File: src/rtl/ibuf_credit_ctrl.sv
// Credit-based flow controller between fetch/predecode and the instruction buffer.
// Credits count free buffer entries minus entries reserved for packets still in
// the predecode pipeline, so a grant always has a full FETCH_WIDTH slot waiting.
//
// Ports:
//   clk, rst      clock, asynchronous active-high reset
//   fetch_req     fetch stage has a packet to launch
//   fetch_grant   packet may launch this cycle (combinational), reserves FETCH_WIDTH credits
//   enq_valid     packet written into the buffer this cycle
//   enq_num       valid instructions in that packet (0..FETCH_WIDTH)
//   deq_num       entries consumed by decode this cycle
//   redirect      frontend redirect; buffer cleared this cycle
//   credits       free, unreserved entries
//   inflight      granted packets not yet enqueued
//   flush_busy    flush in progress; enqueued packets are stale
//   err_overflow  sticky protocol error
module ibuf_credit_ctrl #(
  parameter int unsigned IBUF_SIZE   = 16,
  parameter int unsigned FETCH_WIDTH = 4,
  parameter int unsigned PIPE_DEPTH  = 2
) (
  input  logic                            clk,
  input  logic                            rst,
  input  logic                            fetch_req,
  output logic                            fetch_grant,
  input  logic                            enq_valid,
  input  logic [$clog2(FETCH_WIDTH):0]    enq_num,
  input  logic [$clog2(FETCH_WIDTH):0]    deq_num,
  input  logic                            redirect,
  output logic [$clog2(IBUF_SIZE):0]      credits,
  output logic [$clog2(PIPE_DEPTH):0]     inflight,
  output logic                            flush_busy,
  output logic                            err_overflow
);

  localparam int unsigned CW = $clog2(IBUF_SIZE) + 1;
  localparam int unsigned NW = $clog2(FETCH_WIDTH) + 1;
  localparam int unsigned IW = $clog2(PIPE_DEPTH) + 1;
  localparam int unsigned SW = CW + 1;

  typedef enum logic {
    S_RUN,
    S_FLUSH
  } state_t;

  state_t          state;
  logic [IW-1:0]   flush_cnt;

  logic [IW-1:0]   inflight_eff;
  logic [IW-1:0]   inflight_next;
  logic [SW-1:0]   refund;
  logic [SW-1:0]   credit_sum;
  logic            sum_over;
  logic            enq_orphan;
  logic            enq_bad_num;

  // An enqueue with nothing in flight cannot retire a packet; inflight floors at 0.
  assign inflight_eff = (enq_valid && (inflight != '0)) ? inflight - IW'(1) : inflight;

  // Grant only on registered credits, so freed entries show up one cycle later.
  assign fetch_grant = !rst && fetch_req && (state == S_RUN) && !redirect &&
                       (credits >= CW'(FETCH_WIDTH)) &&
                       (inflight_eff < IW'(PIPE_DEPTH));

  // A short packet returns the unused part of its FETCH_WIDTH reservation.
  assign refund = (enq_valid && (enq_num <= NW'(FETCH_WIDTH)))
                  ? SW'(FETCH_WIDTH) - SW'(enq_num) : '0;

  // Guard bit keeps the sum exact so an overshoot past IBUF_SIZE is detectable.
  assign credit_sum = SW'(credits) + refund + SW'(deq_num)
                      - (fetch_grant ? SW'(FETCH_WIDTH) : '0);

  assign sum_over      = credit_sum > SW'(IBUF_SIZE);
  assign enq_orphan    = enq_valid && (inflight == '0);
  assign enq_bad_num   = enq_valid && (enq_num > NW'(FETCH_WIDTH));
  assign inflight_next = inflight_eff + IW'(fetch_grant);

  // Control FSM with credit/inflight bookkeeping; redirect wins in every state.
  always_ff @(posedge clk or posedge rst) begin
    if (rst) begin
      state        <= S_RUN;
      flush_cnt    <= '0;
      credits      <= CW'(IBUF_SIZE);
      inflight     <= '0;
      flush_busy   <= 1'b0;
      err_overflow <= 1'b0;
    end else if (redirect) begin
      state      <= S_FLUSH;
      flush_cnt  <= IW'(PIPE_DEPTH);
      credits    <= CW'(IBUF_SIZE);
      inflight   <= '0;
      flush_busy <= 1'b1;
    end else begin
      case (state)
        S_RUN: begin
          credits  <= sum_over ? CW'(IBUF_SIZE) : credit_sum[CW-1:0];
          inflight <= inflight_next;
          if (sum_over || enq_orphan || enq_bad_num) begin
            err_overflow <= 1'b1;
          end
        end
        S_FLUSH: begin
          // Packets granted before the redirect drain during these cycles.
          if (flush_cnt == IW'(1)) begin
            state      <= S_RUN;
            flush_cnt  <= '0;
            flush_busy <= 1'b0;
          end else begin
            flush_cnt <= flush_cnt - IW'(1);
          end
        end
        default: begin
          state      <= S_RUN;
          flush_busy <= 1'b0;
        end
      endcase
    end
  end

endmodule
File: config.mk
export PLATFORM = sky130hd
export DESIGN_NAME = ibuf_credit_ctrl
export DESIGN_NICKNAME = d
export VERILOG_FILES = /design/src/rtl/ibuf_credit_ctrl.sv
export SDC_FILE = /design/constraint.sdc
export NUM_CORES = 1
export LEC_CHECK = 0
export CAP_MARGIN = 15
export CORE_AREA = 8 8 62 64
export CTS_BUF_LIST = sky130_fd_sc_hd__clkbuf_8
export DETAILED_ROUTE_END_ITERATION = 12
export DIE_AREA = 0 0 70 72
export GPL_TIMING_DRIVEN = 1
export HOLD_SLACK_MARGIN = 0.08
export SLEW_MARGIN = 15
export SYNTH_ARGS = -nofsm -noshare
export SYNTH_HDL_FRONTEND = slang
export SYNTH_SLANG_ARGS = --single-unit
File: constraint.sdc
create_clock -name clk -period 9 [get_ports clk]
set_clock_uncertainty 0.05 [all_clocks]
set_input_delay 0.9 -clock clk [delete_from_list [all_inputs] [get_ports clk]]
set_output_delay 0.9 -clock clk [all_outputs]
set_load 0.05 [all_outputs]
======== Word-level counts from Yosys, hierarchy flattened ========
Index checks and enable logic that the tools add are counted.
operators by class
  multiplexer cells ....................... 17
  order comparisons ....................... 5
  divide/modulo/power cells ............... 0
  shifts and indexed selects .............. 0
  bitwise logic cells ..................... 2
  add/subtract/negate cells ............... 7
  reduce and logical (&&, ||, !) cells .... 19
  multiply operators ...................... 0
  equality and inequality tests ........... 2
operator list
  operator                                             count
  two-way mux 5 bit                                    3
  two-way mux 2 bit                                    6
  logical AND 1 bit                                    9
  adder 5 x 6 -> 6 bit                                 1
  adder 6 x 3 -> 6 bit                                 1
  > comparator 6 x 5 -> 1 bit, second input constant   1
  two-way mux 1 bit                                    6
  two-way mux 6 bit                                    1
  nonzero test 2 bit                                   3
  subtractor 6 x 3 -> 6 bit                            1
  >= comparator 5 x 3 -> 1 bit, second input constant  1
  subtractor 2 x 1 -> 2 bit, second input constant     2
  subtractor 3 x 3 -> 4 bit, first input constant      1
  > comparator 3 bit, second input constant            1
  <= comparator 3 bit, second input constant           1
  two-way mux 3 bit                                    1
  AND reduction 3 bit                                  1
  adder 2 x 1 -> 2 bit                                 1
  == test 2 x 1 -> 1 bit, second input constant        1
  zero test 1 bit                                      2
  zero test 2 bit                                      1
  logical OR 1 bit                                     2
  less-than comparator 2 bit, second input constant    1
  != test 2 bit, second input constant                 1
  other kinds (2)                                      3
storage, ports and cells
  bits in writable memories ............... 0
  logic and storage cells ................. 58
  register bits after elaboration ......... 12
  bits in read-only memories .............. 0
  latch bits .............................. 0
  memories kept ........................... 0
  input bits .............................. 11

======== Logic depth before layout (Yosys ltp) ========
Gate-level depths: netlist (run 1).
  depth in word-level cells ............... 12
  mapped depth ............................ 14
  mapped depth without buffers ............ 14

======== Worst setup path after synthesis (run 1) ========
OpenSTA, ideal clock, no wires.
  kind .................................... input to register
  from .................................... input port redirect
  to ...................................... register err_overflow
  stages on the path ...................... 13
  path buffers ............................ 1
  required time ........................... 8.829 ns
  data arrival time ....................... 4.044 ns
  slack ................................... 4.785 ns
  library setup time ...................... 0.121 ns
  path through ............................ buf_2 > nor2_2 > nand3_1 > or3_1 > fa_1 > inv_1 > fa_1 > inv_1 > fa_1 > xnor2_1 > nor4b_2 > o32ai_2 > o22a_1
between the ends
  cells in the longest elaborated chain, start to end .. 10
  elaborated cells on any way between the ends .. 11
  those cells by class .................... add/sub: 1; order compare: 1; mux: 1; bitwise: 1; reduce/logical: 7
RTL lines
  item                                      RTL line  text
  start, declared                           29        input logic redirect,
  zero test 1 bit                           61        assign fetch_grant = !rst && fetch_req && (state == S_RUN) && !redirect &&
  logical AND 1 bit (2 in a row)            61
  logical AND 1 bit                         62        (credits >= CW'(FETCH_WIDTH)) &&
  two-way mux 3 bit                         71        - (fetch_grant ? SW'(FETCH_WIDTH) : '0);
  subtractor 6 x 3 -> 6 bit                 71
  > comparator 6 x 5 -> 1 bit               73        assign sum_over = credit_sum > SW'(IBUF_SIZE);
  logical OR 1 bit (2 in a row)             98        if (sum_over || enq_orphan || enq_bad_num) begin
  AND reduction 3 bit (no source line) (*)  -
  end signal, assigned                      86        err_overflow <= 1'b0;
  end signal, assigned                      99        err_overflow <= 1'b1;
  end, declared                             33        output logic err_overflow
Every way passes the cells marked *; elsewhere a longest branch is shown, timed or not.
A chain may end at the register's enable or synchronous reset.

======== Worst setup path after layout (run 1) ========
Ends and elaborated chain as after synthesis.

==> results of run 1 <==
worst max-delay path by stage:
| stage | slack [ns] | startpoint | to | cells past startpoint |
|---|---|---|---|---|
| after floorplan | 4.78 | redirect | err_overflow | 13 |
| after global placement | 4.16 | redirect | err_overflow | 13 |
| after detailed placement | 4.05 | redirect | err_overflow | 13 |
| after CTS | 4.29 | redirect | err_overflow | 13 |
| after global routing | 3.99 | rst | credits[2] | 13 |
| final | 4.31 | redirect | err_overflow | 13 |
critical path: stages:
cell             delay [ns]
clkdlybuf4s50_1        0.58
nor2_2                 0.24
nand3_1                0.09
or3_1                  0.42
fa_1                   0.54
inv_1                  0.05
fa_1                   0.53
inv_1                  0.07
fa_1                   0.46
xnor2_1                0.26
nor4b_2                0.29
o32ai_2                0.14
o22a_1                 0.19
layer usage:
layer	wire, um	vias to the layer above	track usage [%]
met2	1130	17	16.5
li1	-	407	-
met5	0	-	0
met4	0	0	0.670
met1	1060	418	11.7
met3	74	0	2.18
final cells by class:
type	count	area, um2
inverters	23	86.3
well taps	33	41.3
multi-input cells	73	654
repair buffers	20	200
fillers	288	1560
clock buffers	4	55.1
flip-flops and latches	12	302
metrics by stage:
step | setup slack (ns) | hold WS, ns | util [%] | cell area, um2
global placement | 4.16 | 0.416 | 44.2 | 1280
floorplan | 4.78 | 0.466 | - | 1050
finish | 4.31 | 0.439 | 46.1 | 1340
global route | 3.99 | 0.480 | 46.1 | 1340
detailed placement | 4.05 | 0.420 | 44.2 | 1280
CTS | 4.29 | 0.440 | 46.1 | 1340
cell families after synthesis:
group / count (synthesis) / share of synthesized area [%]
and+or+nand+nor: 31 / 16.5
buffers and inverters: 25 / 9.16
adders and majority gates: 19 / 26.2
AOI/OAI and AO/OA: 17 / 14.3
DFF: 12 / 28.7
xor gates and xnor gates: 4 / 3.33
muxes: 2 / 1.90
layout by cell type (no fill, tap or decap), drive strengths merged, types with 2 or more instances in the layout:
master         instances
inv                   23
clkdlybuf4s50         20
ha                    14
dfrtp                 11
nand2                  9
nor2                   6
fa                     5
nand3                  4
xnor2                  4
o21ai                  4
clkbuf                 4
nor3                   3
nand2b                 3
a21oi                  2
mux2i                  2
o211ai                 2
a211oi                 2
o32ai                  2
flip-flops by register name, summed over array words and instances (netlist names):
signal        flops
inflight          2
flush_cnt         2
err_overflow      1
state             1
credits           5
flush_busy        1
power by group:
group / internal (uW) / total (uW) / switching, uW
Clock: 38.6 / 59.1 / 20.5
Combinational: 52.0 / 121 / 68.9
Sequential: 62.9 / 71.4 / 8.51
==> impl_metrics.env, run 1 <==
export IMPL_hold_path_depth=2
export IMPL_track_usage_pct=9.34
export IMPL_post_cts_setup_buffer_count=0
export IMPL_synth_edf_count=0
export IMPL_ys_seq_area_share_pct=28.7
export IMPL_antennaDiodeCount=0
export IMPL_htreeDepth=1
export IMPL_synth_main_ff_cell="dfrtp_1"
export IMPL_status="complete, no violations"
export IMPL_drt_initial_drc_count=31
export IMPL_syn_area_um2=1050
export IMPL_final_period_minus_worst_setup_slack_ns=4.69
export IMPL_drive_gt1_share_pct=12.1
export IMPL_yosysTopAreaCell="dfrtp_1"
export IMPL_cts_repair_resize_count=0
export IMPL_grt_max_degree=14
export IMPL_port_buffers=20
export IMPL_p_leak_uw=0.000640
export IMPL_peakVddDrop_v=0.000170
export IMPL_synthArstFlopShare_pct=100
export IMPL_cts_buffers_inserted=3
export IMPL_worst_pin_slew_ns=0.502
export IMPL_cts_sinks=12
export IMPL_synthCells=110
export IMPL_clock_root_buffer="clkbuf_8"
export IMPL_yosys_top_cells_area="dfrtp_1 (26%), ha_1 (17%), fa_1 (9.5%)"
export IMPL_ys_seq_elements=12
export IMPL_final_setup_viol_count=0
export IMPL_end_kind="register"
export IMPL_grt_ovfl_total=0
export IMPL_row_count=20
export IMPL_period_share_pct=52.1
export IMPL_grt_pass1_vias=892
export IMPL_synth_warning_count=0
export IMPL_die_x_um=70
export IMPL_min_path_type="reg -> reg"
export IMPL_synth_top_area_share_pct=26.2
export IMPL_critPathArrivalTime_ns=4.77
export IMPL_r2r_end="err_overflow"
export IMPL_r2r_slack_ns=4.89
export IMPL_fin_nets=163
export IMPL_critical_path_class="in -> reg"
export IMPL_hold_start="flush_busy"
export IMPL_r2r_start="inflight[0]"
export IMPL_holdPathEnd="flush_busy"
export IMPL_relSlewSlack_pct=66.4
export IMPL_yosys_top_cells_count="inv_1 (23), ha_1 (14), dfrtp_1 (11), nand2_1 (9)"
export IMPL_placed_cells=161
export IMPL_r2r_cells=14
export IMPL_yosysUniqueCellTypes=33
export IMPL_hold_viol_final=0
export IMPL_io_pins=21
export IMPL_clockBufferDepth=2
export IMPL_fin_cells=165
export IMPL_area_delta_synth_final_pct=27.2
export IMPL_synth_fp_nets=140
export IMPL_antenna_found_initial=0
export IMPL_initial_core_util_pct=36.2
export IMPL_die_y_um=72
export IMPL_grt_pass1_wl_mm=4.00
export IMPL_p_per_area_nw_per_um2=188
export IMPL_antenna_left=0
export IMPL_postCtsHoldBufs=0
export IMPL_vias_per_cell=5.10
export IMPL_yosysMostFrequentCell="inv_1"
export IMPL_hpwl_mm=1.94
export IMPL_insertion_delay_ns=0.24
export IMPL_final_setup_tns_ns=0
export IMPL_drc=0
export IMPL_fp_coreArea_um2=2900
export IMPL_slew_violations=0
export IMPL_cts_tree="yes"
export IMPL_syn_area_per_cell_um2=9.57
export IMPL_timing_fmax_mhz=213
export IMPL_drv_cap=0
export IMPL_worst_path_max_fanout=9
export IMPL_rsz0062_at_grt="false"
export IMPL_worstPathRequired_ns=9.07
export IMPL_first_pass_iters=7
export IMPL_dieArea_um2=5040
export IMPL_wl_mm=2.26
export IMPL_power_uw=251
export IMPL_vias=842
export IMPL_wl_per_cell_um=13.7
export IMPL_routabilityCongestion=0.847
export IMPL_worstSetupStartpointType="primary input"
export IMPL_path_clk_slew_ns=0.06
(Power assumes the default switching activity.)
==> run 2, diff against run 1 <==
- clock period: 9 -> 4.4 ns (I/O delays scaled with it)
==> impl_metrics.env, run 2 (same netlist as run 1, synthesis figures left out) <==
export IMPL_peakVddDrop_v=0.000276
export IMPL_rsz0062_at_grt="false"
export IMPL_p_leak_uw=0.000654
export IMPL_end_kind="register"
export IMPL_post_cts_setup_buffer_count=0
export IMPL_row_count=20
export IMPL_cts_repair_resize_count=0
export IMPL_crit_path_max_incr_delay_ns=0.54
export IMPL_final_period_minus_worst_setup_slack_ns=4.06
export IMPL_timing_fmax_mhz=246
export IMPL_relSlewSlack_pct=66.3
export IMPL_io_pins=21
export IMPL_port_buffers=20
export IMPL_min_path_type="reg -> reg"
export IMPL_grt_pass1_wl_mm=3.96
export IMPL_first_pass_iters=4
export IMPL_dieArea_um2=5040
export IMPL_worstPathRequired_ns=4.47
export IMPL_worst_path_max_delay_cell="fa_1"
export IMPL_clock_root_buffer="clkbuf_8"
export IMPL_worst_path_max_fanout=4
export IMPL_grt_max_degree=13
export IMPL_cts_tree="yes"
export IMPL_cts_sinks=12
export IMPL_final_setup_tns_ns=0
export IMPL_path_buf_inv=3
export IMPL_antenna_found_initial=0
export IMPL_fp_coreArea_um2=2900
export IMPL_hpwl_mm=1.94
export IMPL_wl_per_cell_um=13.5
export IMPL_insertion_delay_ns=0.24
export IMPL_layout_commonest_cell="inv_1"
export IMPL_crit_chain="inv_1 -> ha_1 -> nand2b_4 -> mux2i_1 -> or3_1 -> fa_1 -> inv_1 -> fa_1 -> inv_1 -> fa_1 -> xnor2_1 -> nor4b_2 -> o32ai_2 -> o22a_1"
export IMPL_drv_cap=0
export IMPL_crit_family="adder cells"
export IMPL_grt_pass1_vias=888
export IMPL_period_share_pct=92.4
export IMPL_multi_input_area_um2=654
export IMPL_largest_reg_flops=5
export IMPL_grt_ovfl_total=0
export IMPL_worstSetupStartpointType="register"
export IMPL_htreeDepth=1
export IMPL_placed_area_um2=1310
export IMPL_power_uw=513
export IMPL_final_setup_viol_count=0
export IMPL_cts_buffers_inserted=3
export IMPL_fin_nets=166
export IMPL_layout_cells_most_common_list="inv_1 (23), clkdlybuf4s50_1 (20), ha_1 (14), dfrtp_1 (11), nand2_1 (9)"
export IMPL_antenna_left=0
export IMPL_wl_mm=2.27
export IMPL_track_usage_pct=9.39
export IMPL_top_regs="credits (5), flush_cnt (2), inflight (2)"
export IMPL_path_clk_slew_ns=0.05
export IMPL_vias_per_cell=4.90
export IMPL_drive_gt1_share_pct=14.1
export IMPL_area_delta_synth_final_pct=29.4
export IMPL_clockBufferDepth=2
export IMPL_critPathArrivalTime_ns=4.14
export IMPL_drc=0
export IMPL_vias=824
export IMPL_hold_viol_final=0
export IMPL_regMostFlops="credits"
export IMPL_die_y_um=72
export IMPL_initial_core_util_pct=36.2
export IMPL_p_per_area_nw_per_um2=377
export IMPL_drt_initial_drc_count=18
export IMPL_fin_hold_ws_ns=0.432
export IMPL_fillCellCount=294
export IMPL_routabilityCongestion=0.870
export IMPL_worst_pin_slew_ns=0.505
export IMPL_postCtsHoldBufs=0
export IMPL_seq_area_um2=302
export IMPL_status="complete, no violations"
export IMPL_postLayoutCellArea_um2=1360
export IMPL_slew_violations=0
export IMPL_die_x_um=70
export IMPL_antennaDiodeCount=0
export IMPL_critical_path_class="reg -> reg"
[run 2: routing by layer]
layer	vias up	share of wire, %	global-route usage [%]
met2	16	47	15.7
met1	391	48	11.3
met3	2	4.1	2.32
met4	0	1.2	3.57
li1	415	-	-
met5	-	0	0
[run 2: stage by stage]
step / std cells / util (%) / setup slack [ns]
finish: 168 / 46.9 / 0.336
global route: 168 / 46.9 / 0.135
CTS: 168 / 46.9 / 0.336
detailed placement: 164 / 45.0 / 0.0900
global placement: 164 / 45.0 / 0.179
floorplan: 110 / - / 0.228
[run 2: area by class of cell]
cell class	count	share of cell area, %
repair buffers	23	16.4
well taps	33	3.03
inverters	23	6.34
flip-flops and latches	12	22.2
multi-input cells	73	48.1
clock buffers	4	4.04
[run 2: report_power, final]
part	total [uW]	switching, uW	internal [uW]
combinational	255	145	109
sequential	142	12.9	129
clock	116	37.7	78.8
[run 2: final timing paths]
| kind | to | slack, ns | cells past startpoint | from |
|---|---|---|---|---|
| max in group asynchronous | credits[4] | 3.60 | 3 | rst |
| setup reg to reg | err_overflow | 0.34 | 14 | inflight[0] |
| min in group asynchronous | inflight[0] | 0.47 | 3 | rst |
| hold reg to reg | flush_busy | 0.43 | 2 | flush_busy |
| hold / removal | flush_busy | 0.43 | 2 | flush_busy |
| setup / recovery | err_overflow | 0.34 | 14 | inflight[0] |
[run 2: worst reg2reg max path, stage by stage (launching register included)]
cell and delay [ns]:
dfrtp_1 0.40, inv_1 0.06, ha_1 0.20, nand2b_4 0.15, mux2i_1 0.14, or3_1 0.43
fa_1 0.54, inv_1 0.05, fa_1 0.53, inv_1 0.07, fa_1 0.46, xnor2_1 0.27
nor4b_2 0.28, o32ai_2 0.13, o22a_1 0.19
==> run 3, diff against run 2 <==
- ABC_AREA: unset -> 1
==> impl_metrics.env, run 3 <==
export IMPL_status="complete, no violations"
export IMPL_grt_ovfl_total=0
export IMPL_worst_pin_slew_ns=0.500
export IMPL_vias_per_cell=4.70
export IMPL_placed_area_um2=1280
export IMPL_clock_root_buffer="clkbuf_8"
export IMPL_antenna_found_initial=0
export IMPL_grt_pass1_wl_mm=3.84
export IMPL_regMostFlops="credits"
export IMPL_largest_reg_flops=5
export IMPL_final_setup_viol_count=0
export IMPL_p_leak_uw=0.000691
export IMPL_initial_core_util_pct=35.5
export IMPL_syn_area_per_cell_um2=7.98
export IMPL_antenna_left=0
export IMPL_place_ws_ns=0.421
export IMPL_track_usage_pct=9.07
export IMPL_critical_path_class="in -> reg"
export IMPL_final_period_minus_worst_setup_slack_ns=3.69
export IMPL_fin_cells=187
export IMPL_synth_warning_count=0
export IMPL_end_kind="register"
export IMPL_io_pins=21
export IMPL_fin_nets=185
export IMPL_ys_seq_elements=12
export IMPL_first_pass_iters=4
export IMPL_synth_top_area_share_pct=26.7
export IMPL_yosys_top_cells_count="inv_1 (31), nand2_1 (24), ha_1 (14), dfrtp_1 (11)"
export IMPL_row_count=20
export IMPL_grt_pass1_vias=893
export IMPL_cts_tree="yes"
export IMPL_synthArstFlopShare_pct=100
export IMPL_hold_viol_final=0
export IMPL_hpwl_mm=1.92
export IMPL_die_x_um=70
export IMPL_die_y_um=72
export IMPL_yosysMostFrequentCell="inv_1"
export IMPL_routabilityCongestion=0.816
export IMPL_crit_top_cell="nand2_1"
export IMPL_htreeDepth=1
export IMPL_drv_cap=0
export IMPL_postLayoutCellArea_um2=1330
export IMPL_cts_buffers_inserted=3
export IMPL_worst_path_max_fanout=10
export IMPL_synth_main_ff_cell="dfrtp_1"
export IMPL_drive_gt1_share_pct=9.74
export IMPL_cts_repair_resize_count=0
export IMPL_wl_per_cell_um=11.8
export IMPL_crit_chain="clkdlybuf4s50_1 -> nor2_4 -> nand3_1 -> nor2_1 -> nand2_1 -> fa_1 -> inv_1 -> fa_1 -> inv_1 -> fa_1 -> nor3_1 -> nand2_1 -> nand3_2 -> nand3_1 -> nand2_1 -> nand2_1"
export IMPL_rsz0062_at_grt="false"
export IMPL_slew_violations=0
export IMPL_synthCells=129
export IMPL_antennaDiodeCount=0
export IMPL_top_regs="credits (5), flush_cnt (2), inflight (2)"
export IMPL_insertion_delay_ns=0.24
export IMPL_cts_sinks=12
export IMPL_post_cts_setup_buffer_count=0
export IMPL_fin_ws_ns=0.710
export IMPL_drc=0
export IMPL_fp_coreArea_um2=2900
export IMPL_drt_initial_drc_count=30
export IMPL_r2r_slack_ns=0.87
export IMPL_grt_max_degree=13
export IMPL_power_uw=400
export IMPL_period_share_pct=83.9
export IMPL_vias=879
export IMPL_path_clk_slew_ns=0.05
export IMPL_critPathArrivalTime_ns=3.78
export IMPL_yosysUniqueCellTypes=24
export IMPL_timing_fmax_mhz=271
export IMPL_layout_cells_most_common_list="inv_1 (31), nand2_1 (24), clkdlybuf4s50_1 (20), ha_1 (14), dfrtp_1 (11)"
export IMPL_port_buffers=20
export IMPL_postCtsHoldBufs=0
export IMPL_layout_commonest_cell="inv_1"
export IMPL_yosys_top_cells_area="dfrtp_1 (27%), ha_1 (17%), inv_1 (11%)"
export IMPL_peakVddDrop_v=0.000185
export IMPL_ys_seq_area_share_pct=29.3
export IMPL_yosysTopAreaCell="dfrtp_1"
export IMPL_final_setup_tns_ns=0
export IMPL_fillCellCount=314
export IMPL_placed_cells=183
export IMPL_p_per_area_nw_per_um2=300
export IMPL_clockBufferDepth=2
export IMPL_area_delta_synth_final_pct=29.5
export IMPL_dieArea_um2=5040
export IMPL_worst_path_max_delay_cell="fa_1"
export IMPL_worstSetupStartpointType="primary input"
export IMPL_wl_mm=2.21
export IMPL_worstPathRequired_ns=4.49
export IMPL_relSlewSlack_pct=66.5
export IMPL_crit_path_max_incr_delay_ns=0.54
export IMPL_syn_area_um2=1030
export IMPL_synth_fp_nets=159
export IMPL_min_path_type="reg -> reg"
export IMPL_synth_edf_count=0
==> run 3: worst paths after layout <==
path	start	endpoint	cells after the start
min in group asynchronous	rst	flush_cnt[1]	3
max in group asynchronous	rst	credits[4]	3
setup reg to reg	inflight[1]	err_overflow	16
hold reg to reg	flush_cnt[0]	flush_cnt[0]	1
setup / recovery	redirect	err_overflow	16
hold / removal	flush_cnt[0]	flush_cnt[0]	1
==> run 3: layer usage <==
| layer | share of wire (%) | track usage [%] | vias to the layer above |
|---|---|---|---|
| met3 | 5.3 | 3.14 | 4 |
| met2 | 49 | 15.4 | 16 |
| met1 | 44 | 10.4 | 406 |
| li1 | - | - | 453 |
| met4 | 1.5 | 2.90 | 0 |
| met5 | 0 | 0 | - |
==> run 3: final cells by class <==
class | instances | area [um2] | area share [%]
Inverter | 32 | 120 | 9.01
Tap cell | 33 | 41.3 | 3.10
Timing Repair Buffer | 21 | 208 | 15.6
Multi-Input combinational cell | 85 | 608 | 45.6
Sequential cell | 12 | 302 | 22.6
Clock buffer | 4 | 55.1 | 4.13
==> run 3: stage by stage <==
step	util (%)	hold slack [ns]
final	45.9	0.432
after detailed placement	44.1	0.426
after CTS	45.9	0.433
after global placement	44.1	0.419
after floorplan	-	0.262
after global routing	45.9	0.459
==> run 3: cells by family (layout without fill, tap and decap cells) <==
family	after synthesis	after routing	synth area share [%]
simple gates	51	51	23.5
buf+inv	32	57	11.7
fa+ha+maj	19	19	26.7
compound gates	14	14	8.02
flops	12	12	29.3
xor+xnor	1	1	0.851
==> run 3: report_power, final <==
part           switching [uW]  internal [uW]  leakage, uW
Sequential               6.90            121     0.000144
Clock                    42.2           79.2    0.0000288
Combinational            92.5           58.7     0.000518
==> run 3: worst max-delay path: cells and delay by family <==
kind | cells | cell delay (ns)
adder cells (fa/ha/maj) | 3 | 1.58
buffers and inverters | 3 | 0.62
AND/OR/NAND/NOR | 10 | 1.14
